$ cat config.mk
export PLATFORM = sky130hd
export DESIGN_NAME = stream_packetizer
export DESIGN_NICKNAME = d
export VERILOG_FILES = /design/src/rtl/stream_packetizer.sv
export SDC_FILE = /design/constraint.sdc
export NUM_CORES = 1
export LEC_CHECK = 0
export BUFFER_PORTS_ARGS = -buffer_cell sky130_fd_sc_hd__buf_4
export CAP_MARGIN = 20
export CORE_UTILIZATION = 50
export CTS_CLUSTER_DIAMETER = 30
export DETAILED_ROUTE_END_ITERATION = 16
export GPL_TIMING_DRIVEN = 0
export PLACE_DENSITY = 0.7
export SKIP_CTS_REPAIR_TIMING = 1
export SLEW_MARGIN = 10
export SYNTH_ARGS = -nofsm -noshare
export SYNTH_HDL_FRONTEND = slang
export SYNTH_SLANG_ARGS = --single-unit
export TNS_END_PERCENT = 100
$ cat constraint.sdc
create_clock -name aclk -period 9.7 [get_ports aclk]
set_input_delay 0.97 -clock aclk [delete_from_list [all_inputs] [get_ports aclk]]
set_output_delay 0.97 -clock aclk [all_outputs]
set_load 0.02 [all_outputs]
$ cat src/rtl/stream_packetizer.sv
// ADC stream packetizer: slices an AXI-Stream sample flow into LENGTH-beat packets for a DMA S2MM port,
// with a 2-entry output skid FIFO and an AXI4-Lite control/status register file.
module stream_packetizer #(
  parameter int DATA_WIDTH = 32,
  parameter int CNT_WIDTH  = 32,
  parameter int ADDR_WIDTH = 12
) (
  input  logic                  aclk,
  input  logic                  aresetn,
  input  logic [DATA_WIDTH-1:0] s_axis_tdata,
  input  logic                  s_axis_tvalid,
  output logic                  s_axis_tready,
  output logic [DATA_WIDTH-1:0] m_axis_tdata,
  output logic                  m_axis_tvalid,
  output logic                  m_axis_tlast,
  input  logic                  m_axis_tready,
  output logic                  busy,
  output logic                  done,
  input  logic [ADDR_WIDTH-1:0] s_axi_lite_awaddr,
  input  logic [2:0]            s_axi_lite_awprot,
  input  logic                  s_axi_lite_awvalid,
  output logic                  s_axi_lite_awready,
  input  logic [31:0]           s_axi_lite_wdata,
  input  logic [3:0]            s_axi_lite_wstrb,
  input  logic                  s_axi_lite_wvalid,
  output logic                  s_axi_lite_wready,
  output logic [1:0]            s_axi_lite_bresp,
  output logic                  s_axi_lite_bvalid,
  input  logic                  s_axi_lite_bready,
  input  logic [ADDR_WIDTH-1:0] s_axi_lite_araddr,
  input  logic [2:0]            s_axi_lite_arprot,
  input  logic                  s_axi_lite_arvalid,
  output logic                  s_axi_lite_arready,
  output logic [31:0]           s_axi_lite_rdata,
  output logic [1:0]            s_axi_lite_rresp,
  output logic                  s_axi_lite_rvalid,
  input  logic                  s_axi_lite_rready
);

  typedef enum logic [1:0] {IDLE, RUN, DONE} state_t;

  localparam logic [CNT_WIDTH-1:0] CNT_ONE = CNT_WIDTH'(1);
  localparam logic [2:0] REG_CTRL   = 3'd0;
  localparam logic [2:0] REG_LENGTH = 3'd1;
  localparam logic [2:0] REG_TARGET = 3'd2;
  localparam logic [2:0] REG_STATUS = 3'd3;
  localparam logic [2:0] REG_BEATS  = 3'd4;
  localparam logic [2:0] REG_PKTS   = 3'd5;
  localparam logic [1:0] RESP_OKAY   = 2'b00;
  localparam logic [1:0] RESP_SLVERR = 2'b10;

  state_t                state_q, state_d;
  logic                  start_run;
  logic [1:0]            ctrl_q;
  logic [CNT_WIDTH-1:0]  length_q, pkt_target_q, beat_cnt_q, pkt_cnt_q;
  logic                  enable, oneshot;
  logic                  accept, tag, last_accept, target_hit, pop;
  logic [CNT_WIDTH-1:0]  target_eff;

  logic [DATA_WIDTH-1:0] skid_data [2];
  logic                  skid_last [2];
  logic                  wr_ptr, rd_ptr;
  logic [1:0]            skid_cnt;

  logic                  ready_en_q;
  logic                  aw_full_q, w_full_q;
  logic [ADDR_WIDTH-3:0] aw_word_q;
  logic [31:0]           w_data_q;
  logic [3:0]            w_strb_q;
  logic                  do_write, wr_err, rd_err;
  logic [2:0]            wr_idx, rd_idx;
  logic [31:0]           wr_old, wr_merged, rd_word;
  logic                  unused_ok;

  // Only word offsets 0x00-0x14 with all upper address bits clear are mapped; 7 marks unmapped.
  function automatic logic [2:0] reg_index(input logic [ADDR_WIDTH-3:0] word);
    logic [2:0] idx;
    idx = 3'd7;
    if (word[ADDR_WIDTH-3:4] == '0 && word[3:0] < 4'd6) idx = word[2:0];
    return idx;
  endfunction

  function automatic logic [31:0] apply_strb(input logic [31:0] old_val, input logic [31:0] new_val,
                                             input logic [3:0] strb);
    logic [31:0] res;
    res = old_val;
    for (int i = 0; i < 4; i++) if (strb[i]) res[8*i +: 8] = new_val[8*i +: 8];
    return res;
  endfunction

  function automatic logic [31:0] zext(input logic [CNT_WIDTH-1:0] v);
    logic [31:0] r;
    r = '0;
    r[CNT_WIDTH-1:0] = v;
    return r;
  endfunction

  assign enable      = ctrl_q[0];
  assign oneshot     = ctrl_q[1];
  assign busy        = (state_q == RUN);
  assign done        = (state_q == DONE);
  assign target_eff  = (pkt_target_q == '0) ? CNT_ONE : pkt_target_q;
  assign tag         = (beat_cnt_q == length_q - CNT_ONE);
  assign accept      = s_axis_tvalid & s_axis_tready;
  assign last_accept = accept & tag;
  assign target_hit  = (pkt_cnt_q >= target_eff - CNT_ONE);
  assign pop         = m_axis_tvalid & m_axis_tready;

  // Once enable drops at a packet boundary no new packet may start, so input is closed there too.
  assign s_axis_tready = (state_q == RUN) & (skid_cnt != 2'd2) & (enable | (beat_cnt_q != '0));

  assign m_axis_tvalid = (skid_cnt != 2'd0);
  assign m_axis_tdata  = skid_data[rd_ptr];
  assign m_axis_tlast  = skid_last[rd_ptr];

  always_ff @(posedge aclk or negedge aresetn) begin
    if (!aresetn) state_q <= IDLE;
    else          state_q <= state_d;
  end

  always_comb begin
    state_d   = state_q;
    start_run = 1'b0;
    case (state_q)
      IDLE: if (enable && length_q != '0) begin
        state_d   = RUN;
        start_run = 1'b1;
      end
      RUN: begin
        if (oneshot && last_accept && target_hit)                state_d = DONE;
        else if (!enable && (beat_cnt_q == '0 || last_accept))   state_d = IDLE;
      end
      DONE: if (!enable) state_d = IDLE;
      default: state_d = IDLE;
    endcase
  end

  always_ff @(posedge aclk or negedge aresetn) begin
    if (!aresetn) begin
      beat_cnt_q <= '0;
      pkt_cnt_q  <= '0;
    end else if (start_run) begin
      beat_cnt_q <= '0;
      pkt_cnt_q  <= '0;
    end else if (accept) begin
      beat_cnt_q <= tag ? '0 : beat_cnt_q + CNT_ONE;
      if (tag && pkt_cnt_q != '1) pkt_cnt_q <= pkt_cnt_q + CNT_ONE;
    end
  end

  // The tlast tag travels with its beat, so the output side never needs the counters.
  always_ff @(posedge aclk or negedge aresetn) begin
    if (!aresetn) begin
      skid_data[0] <= '0;
      skid_data[1] <= '0;
      skid_last[0] <= 1'b0;
      skid_last[1] <= 1'b0;
      wr_ptr       <= 1'b0;
      rd_ptr       <= 1'b0;
      skid_cnt     <= 2'd0;
    end else begin
      if (accept) begin
        skid_data[wr_ptr] <= s_axis_tdata;
        skid_last[wr_ptr] <= tag;
        wr_ptr            <= ~wr_ptr;
      end
      if (pop) rd_ptr <= ~rd_ptr;
      case ({accept, pop})
        2'b10:   skid_cnt <= skid_cnt + 2'd1;
        2'b01:   skid_cnt <= skid_cnt - 2'd1;
        default: skid_cnt <= skid_cnt;
      endcase
    end
  end

  assign s_axi_lite_awready = ready_en_q & ~aw_full_q & ~s_axi_lite_bvalid;
  assign s_axi_lite_wready  = ready_en_q & ~w_full_q & ~s_axi_lite_bvalid;
  assign s_axi_lite_arready = ready_en_q & ~s_axi_lite_rvalid;
  assign do_write           = aw_full_q & w_full_q & ~s_axi_lite_bvalid;

  always_comb begin
    wr_idx = reg_index(aw_word_q);
    wr_err = 1'b1;
    wr_old = '0;
    case (wr_idx)
      REG_CTRL:   begin wr_err = 1'b0; wr_old = {30'd0, ctrl_q}; end
      REG_LENGTH: begin wr_err = busy; wr_old = zext(length_q); end
      REG_TARGET: begin wr_err = busy; wr_old = zext(pkt_target_q); end
      default:    wr_err = 1'b1;
    endcase
    wr_merged = apply_strb(wr_old, w_data_q, w_strb_q);
  end

  always_ff @(posedge aclk or negedge aresetn) begin
    if (!aresetn) begin
      ctrl_q       <= 2'd0;
      length_q     <= '0;
      pkt_target_q <= CNT_ONE;
    end else if (do_write && !wr_err) begin
      case (wr_idx)
        REG_CTRL:   ctrl_q       <= wr_merged[1:0];
        REG_LENGTH: length_q     <= wr_merged[CNT_WIDTH-1:0];
        REG_TARGET: pkt_target_q <= wr_merged[CNT_WIDTH-1:0];
        default:    ctrl_q       <= ctrl_q;
      endcase
    end
  end

  // AW and W are parked independently; the register update and BVALID follow once both are held.
  always_ff @(posedge aclk or negedge aresetn) begin
    if (!aresetn) begin
      ready_en_q        <= 1'b0;
      aw_full_q         <= 1'b0;
      aw_word_q         <= '0;
      w_full_q          <= 1'b0;
      w_data_q          <= '0;
      w_strb_q          <= '0;
      s_axi_lite_bvalid <= 1'b0;
      s_axi_lite_bresp  <= RESP_OKAY;
    end else begin
      ready_en_q <= 1'b1;
      if (s_axi_lite_awvalid && s_axi_lite_awready) begin
        aw_full_q <= 1'b1;
        aw_word_q <= s_axi_lite_awaddr[ADDR_WIDTH-1:2];
      end
      if (s_axi_lite_wvalid && s_axi_lite_wready) begin
        w_full_q <= 1'b1;
        w_data_q <= s_axi_lite_wdata;
        w_strb_q <= s_axi_lite_wstrb;
      end
      if (do_write) begin
        aw_full_q         <= 1'b0;
        w_full_q          <= 1'b0;
        s_axi_lite_bvalid <= 1'b1;
        s_axi_lite_bresp  <= wr_err ? RESP_SLVERR : RESP_OKAY;
      end else if (s_axi_lite_bvalid && s_axi_lite_bready) begin
        s_axi_lite_bvalid <= 1'b0;
      end
    end
  end

  always_comb begin
    rd_idx  = reg_index(s_axi_lite_araddr[ADDR_WIDTH-1:2]);
    rd_word = '0;
    rd_err  = 1'b0;
    case (rd_idx)
      REG_CTRL:   rd_word = {30'd0, ctrl_q};
      REG_LENGTH: rd_word = zext(length_q);
      REG_TARGET: rd_word = zext(pkt_target_q);
      REG_STATUS: rd_word = {30'd0, done, busy};
      REG_BEATS:  rd_word = zext(beat_cnt_q);
      REG_PKTS:   rd_word = zext(pkt_cnt_q);
      default:    rd_err  = 1'b1;
    endcase
  end

  always_ff @(posedge aclk or negedge aresetn) begin
    if (!aresetn) begin
      s_axi_lite_rvalid <= 1'b0;
      s_axi_lite_rdata  <= '0;
      s_axi_lite_rresp  <= RESP_OKAY;
    end else if (s_axi_lite_arvalid && s_axi_lite_arready) begin
      s_axi_lite_rvalid <= 1'b1;
      s_axi_lite_rdata  <= rd_word;
      s_axi_lite_rresp  <= rd_err ? RESP_SLVERR : RESP_OKAY;
    end else if (s_axi_lite_rvalid && s_axi_lite_rready) begin
      s_axi_lite_rvalid <= 1'b0;
    end
  end

  assign unused_ok = &{1'b0, s_axi_lite_awaddr[1:0], s_axi_lite_araddr[1:0],
                       s_axi_lite_awprot, s_axi_lite_arprot};

endmodule

==> flow_results.org <==
** Status
- The flow ran to the end, and the final reports show no timing, DRC or antenna violations.

** Cells and area
- The sequential cells in the finished layout cover a total of 7183 sq um.
- Leaving out fill and tap cells, the most frequent cells in the layout are 286 x sky130_fd_sc_hd__dfrtp_1, 186 x sky130_fd_sc_hd__nand2_1, 173 x sky130_fd_sc_hd__buf_4, 145 x sky130_fd_sc_hd__mux2_2, 131 x sky130_fd_sc_hd__clkbuf_1.
- Cells with a size suffix above 1 make up 22.96% of the layout.
- Total area of multi-input combinational cells :: 8378 sq um
- Relative to the synthesized area, the layout overhead comes to 25.92%.
- Util after Layout :: 64.35%
- The library cell used most frequently in the layout, excluding fill and tap cells, is sky130_fd_sc_hd__dfrtp_1.
- Fin nets :: 2085
- The count of cells in the finished layout, fillers not included, comes to 2393.
- Counting the fill cells in the layout gives 2608.

** Routing
- The final route contains 14630 vias.
- Number of DRC markers after the initial detailed-route iteration :: 1638
- The routed design has 50370 microns of wire.
- After detailed routing, the number of remaining DRC violations is 0.
- The first detailed-routing pass ran for 6 iterations.
- Post-route antenna net violation count :: 0
- After detailed routing, the average wire length per cell comes to 21.05 microns.
- Post-DR vias/cell :: 6.114

** Global routing
- The via count of the first global-routing pass is 14380.
- For this run, global-route usage on met3 was measured as 5.987%.
- Remaining global-route overflow :: 0
- For met2 alone, demand over resource in global routing was 47.98%.
- The layer flagged by global routing as most heavily used is met2.
- Number of antenna violations at the first check in global routing :: 0
- Entering global routing, the biggest net connects 109 pins.
- Global-route met1 utilization :: 42.22%
- The first global-routing pass estimated 78950 microns of wire.
- Across every metal layer, demand over resource in global routing totals 30.63%.

** Place
- The number of placed instances, taps included, is 2271.
- Routability-driven placement finished with a final weighted congestion of 0.9555.
- Detailed Place HPWL :: 36550 microns
- Number of buffers inserted by port buffering :: 172

** Power
- Sw Share :: 31.37%
- Registers are responsible for 29.2% of the overall power.
- The analysis attributes to cell leakage a power of 9.305 nW.
- Cell-internal power :: 0.003694 W
- The analysis attributes to net switching a power of 0.001688 W.
- Power per standard cell area :: 263.7 nW/um^2
- Worst IR Drop VDD :: 181.0 uV
- Logic gate share of total power :: 28.0%
- Per report_power, the clock group accounts for 42.8% of the total.

** Floorplan
- Die Span X :: 182.1 microns
- The die is 182.1 microns tall.
- Initial core utilization :: 51.10%
- During I/O placement, the number of pins put on the boundary was 185.
- The total area inside the core boundary comes to 31720 sq um.
- Floorplan die area :: 33140 sq um
- Standard-cell rows :: 65

** Yosys
- Of the total synthesized cell area, the portion taken by XOR and XNOR cells is 4.516%.
- Number of synthesized flops with an enable pin :: 0
- By area, the combinational part of the netlist is dominated by simple AND/OR/NAND/NOR gates.
- Adder and majority cell fraction of the synthesized area :: 3.072%
- Count of yosys warnings during synthesis :: 0
- After Yosys synthesis, and, or, nand and nor cells account for 18.02% of the synthesized area.
- The number of different library cells used by synthesis comes to 72.
- Synthesized cell area :: 16210 sq um
- Counting flops with an async set or reset pin after synthesis yields a share of 100.0%.
- Summing the areas of all compound-gate instances in the mapped netlist gives 15.20% of the synthesized area.
- Post-Synthesis Mean Instance Area :: 9.569 sq um
- After synthesis, flip-flops and latches occupy 44.31% of the total area.
- Synth Register Bits :: 287
- The most used flip-flop cell after synthesis is sky130_fd_sc_hd__dfrtp_1.
- Post-synthesis mux area share :: 10.81%
- After technology mapping, the gate count stands at 1694.

** Setup path
- CP Buf/Inv Count :: 1
- STA classifies the critical path startpoint as a register.
- Nature of the critical path endpoint :: register
- By instance count, the cell type seen most on the critical path is sky130_fd_sc_hd__o21ai_0.
- In this design, the stage delay of the slowest critical-path cell is 0.57 ns.
- For the worst setup path, the data arrival time is 5.83 ns.
- Cell class contributing the biggest share of worst-path delay :: compound AO/OA/AOI/OAI gates
- Of all nets on the critical path, the largest fanout is 7.
- Worst EP required :: 10.18 ns
- Critical path class :: register to register
- CP max-delay cell :: sky130_fd_sc_hd__or4_1
- Crit-path cells :: clkbuf_1 -> or4_1 -> or3_1 -> nor4_1 -> nand3_1 -> o21ai_0 -> nor2_1 -> xnor2_1 -> ha_1 -> a2111oi_0 -> o21bai_1 -> a221oi_1 -> o211ai_1 -> a211oi_1 -> a2bb2oi_1 -> a21oi_1 -> o21ai_0

** STA
- Dividing the final minimum period by the clock period gives 55.20%.
- Endpoints failing setup :: 0
- Slew @ Worst Pin :: 1.164 ns
- Setup repair after global routing left no endpoint under its margin.
- Derived from the worst setup path, the maximum achievable clock frequency is 186.8 MHz.
- Endpoints failing hold :: 0
- The max-slew violation count came to 0.
- After routing, the total negative slack on setup checks comes to 0 ns.
- The worst pin sits at a relative slew slack of 22.25%.
- Setup skew after layout :: 0.01510 ns
- Final min period :: 5.354 ns

** Clocking
- TritonCTS built the clock tree.
- Clock transition time at the flip-flop clock pins of the worst setup and hold paths :: 0.05 ns
- Max clock buf depth :: 3
- Clock tree synthesis inserted a total of 68 buffers.
- TritonCTS Sinks :: 287
- Clock H-tree levels :: 3
- Skew-Pair Late Insertion Delay :: 0.57 ns
- The tree is rooted in a sky130_fd_sc_hd__clkbuf_16.

** Hold path
- The tightest min-delay check is of the input pin to async pin type.

** Job
- Max-cap violations in this run came to 0.
## worst paths after layout
check	slack, ns	endpoint	startpoint	cells after the start
setup reg to reg	4.35	state_q[0]	pkt_target_q[23]	17
hold reg to reg	0.48	s_axi_lite_rdata[8]	s_axi_lite_rdata[8]	1
max in group asynchronous	7.88	beat_cnt_q[0]	aresetn	3
min in group aclk	0.48	s_axi_lite_rdata[8]	s_axi_lite_rdata[8]	1
hold / removal	0.40	w_data_q[5]	aresetn	1
setup / recovery	4.35	state_q[0]	pkt_target_q[23]	17
## power groups by stage
stage / combinational, W / clock, W / sequential, W
after floorplan: 0.00108 / 0 / 0.00153
after detailed placement: 0.00149 / 0 / 0.00158
final: 0.00151 / 0.00230 / 0.00157
after global routing: 0.00166 / 0.00240 / 0.00159
after global placement: 0.00145 / 0 / 0.00156
after CTS: 0.00150 / 0.00233 / 0.00156
## cell type report
type                            instances  share of cell area, %
Multi-Input combinational cell       1246                  41.05
Clock inverter                         32                  2.293
Tap cell                              402                  2.464
Clock buffer                           89                  9.164
Inverter                               18                 0.3310
Buffer                                144                  2.863
Timing Repair Buffer                  174                  6.633
Sequential cell                       287                  35.19
Antenna cell                            1                0.01226
## through the flow
step	hold WS, ns	total power (W)	instance area, sq um	setup slack [ns]
2_1_floorplan	0.4444	0.002604	16210	5.668
3_3_place_gp	0.4617	0.003017	18010	4.593
3_5_place_dp	0.4671	0.003066	18070	4.567
4_1_cts	0.4297	0.005398	20410	4.435
5_1_grt	0.4591	0.005647	20410	3.957
6_report	0.3959	0.005382	20410	4.346
## state kept, by name, summed over array words and instances (netlist names), 2 cells and up
register / flops
aw_word_q: 10
beat_cnt_q: 32
ctrl_q: 2
length_q: 32
pkt_cnt_q: 32
pkt_target_q: 32
s_axi_lite_rdata: 32
skid_cnt: 2
skid_data: 64
skid_last: 2
state_q: 2
w_data_q: 32
w_strb_q: 4
## metal layers
metal / vias to the layer above / share of wire (%)
met5: - / 0
met4: 0 / 3.0
met3: 102 / 9.5
met2: 689 / 46
met1: 7149 / 42
li1: 6690 / -
## worst reg2reg max path: stages (launching register included)
cell and delay [ns]:
sky130_fd_sc_hd__dfrtp_1 0.35, sky130_fd_sc_hd__clkbuf_1 0.17, sky130_fd_sc_hd__or4_1 0.57, sky130_fd_sc_hd__or3_1 0.39
sky130_fd_sc_hd__nor4_1 0.40, sky130_fd_sc_hd__nand3_1 0.32, sky130_fd_sc_hd__o21ai_0 0.53, sky130_fd_sc_hd__nor2_1 0.11
sky130_fd_sc_hd__xnor2_1 0.17, sky130_fd_sc_hd__ha_1 0.22, sky130_fd_sc_hd__a2111oi_0 0.34, sky130_fd_sc_hd__o21bai_1 0.15
sky130_fd_sc_hd__a221oi_1 0.37, sky130_fd_sc_hd__o211ai_1 0.21, sky130_fd_sc_hd__a211oi_1 0.33, sky130_fd_sc_hd__a2bb2oi_1 0.41
sky130_fd_sc_hd__a21oi_1 0.11, sky130_fd_sc_hd__o21ai_0 0.10
## synth_stat cells (17+ instances only)
cell                       count  share of area (%)
sky130_fd_sc_hd__a21o_1       39                1.8
sky130_fd_sc_hd__a21oi_1      99                3.1
sky130_fd_sc_hd__a222oi_1     30                1.9
sky130_fd_sc_hd__a22oi_1      34                1.6
sky130_fd_sc_hd__and3_1       28                1.1
sky130_fd_sc_hd__clkbuf_1    119                2.8
sky130_fd_sc_hd__dfrtp_1     286                 44
sky130_fd_sc_hd__ha_1         39                3.0
sky130_fd_sc_hd__inv_1        18               0.42
sky130_fd_sc_hd__mux2_2      145                 10
sky130_fd_sc_hd__nand2_1     186                4.3
sky130_fd_sc_hd__nand3_1      47                1.5
sky130_fd_sc_hd__nand4_1      32                1.2
sky130_fd_sc_hd__nor2_1       78                1.8
sky130_fd_sc_hd__nor3_1       45                1.4
sky130_fd_sc_hd__nor4_1       31                1.2
sky130_fd_sc_hd__o21ai_0     129                4.0
sky130_fd_sc_hd__or3_1        32                1.2
sky130_fd_sc_hd__or4_1        17               0.79
sky130_fd_sc_hd__xnor2_1      52                2.8
sky130_fd_sc_hd__xor2_1       29                1.6
## cell families (layout without fill, tap and decap cells)
kind of cell / after synthesis / after routing
AOI/OAI and AO/OA: 391 / 391
buffers and inverters: 162 / 457
adders and majority gates: 40 / 40
and+or+nand+nor: 573 / 573
other: 2 / 4
DFF: 287 / 287
muxes: 157 / 157
xor gates and xnor gates: 82 / 82
No activity file was read; power rests on OpenSTA's default activity.
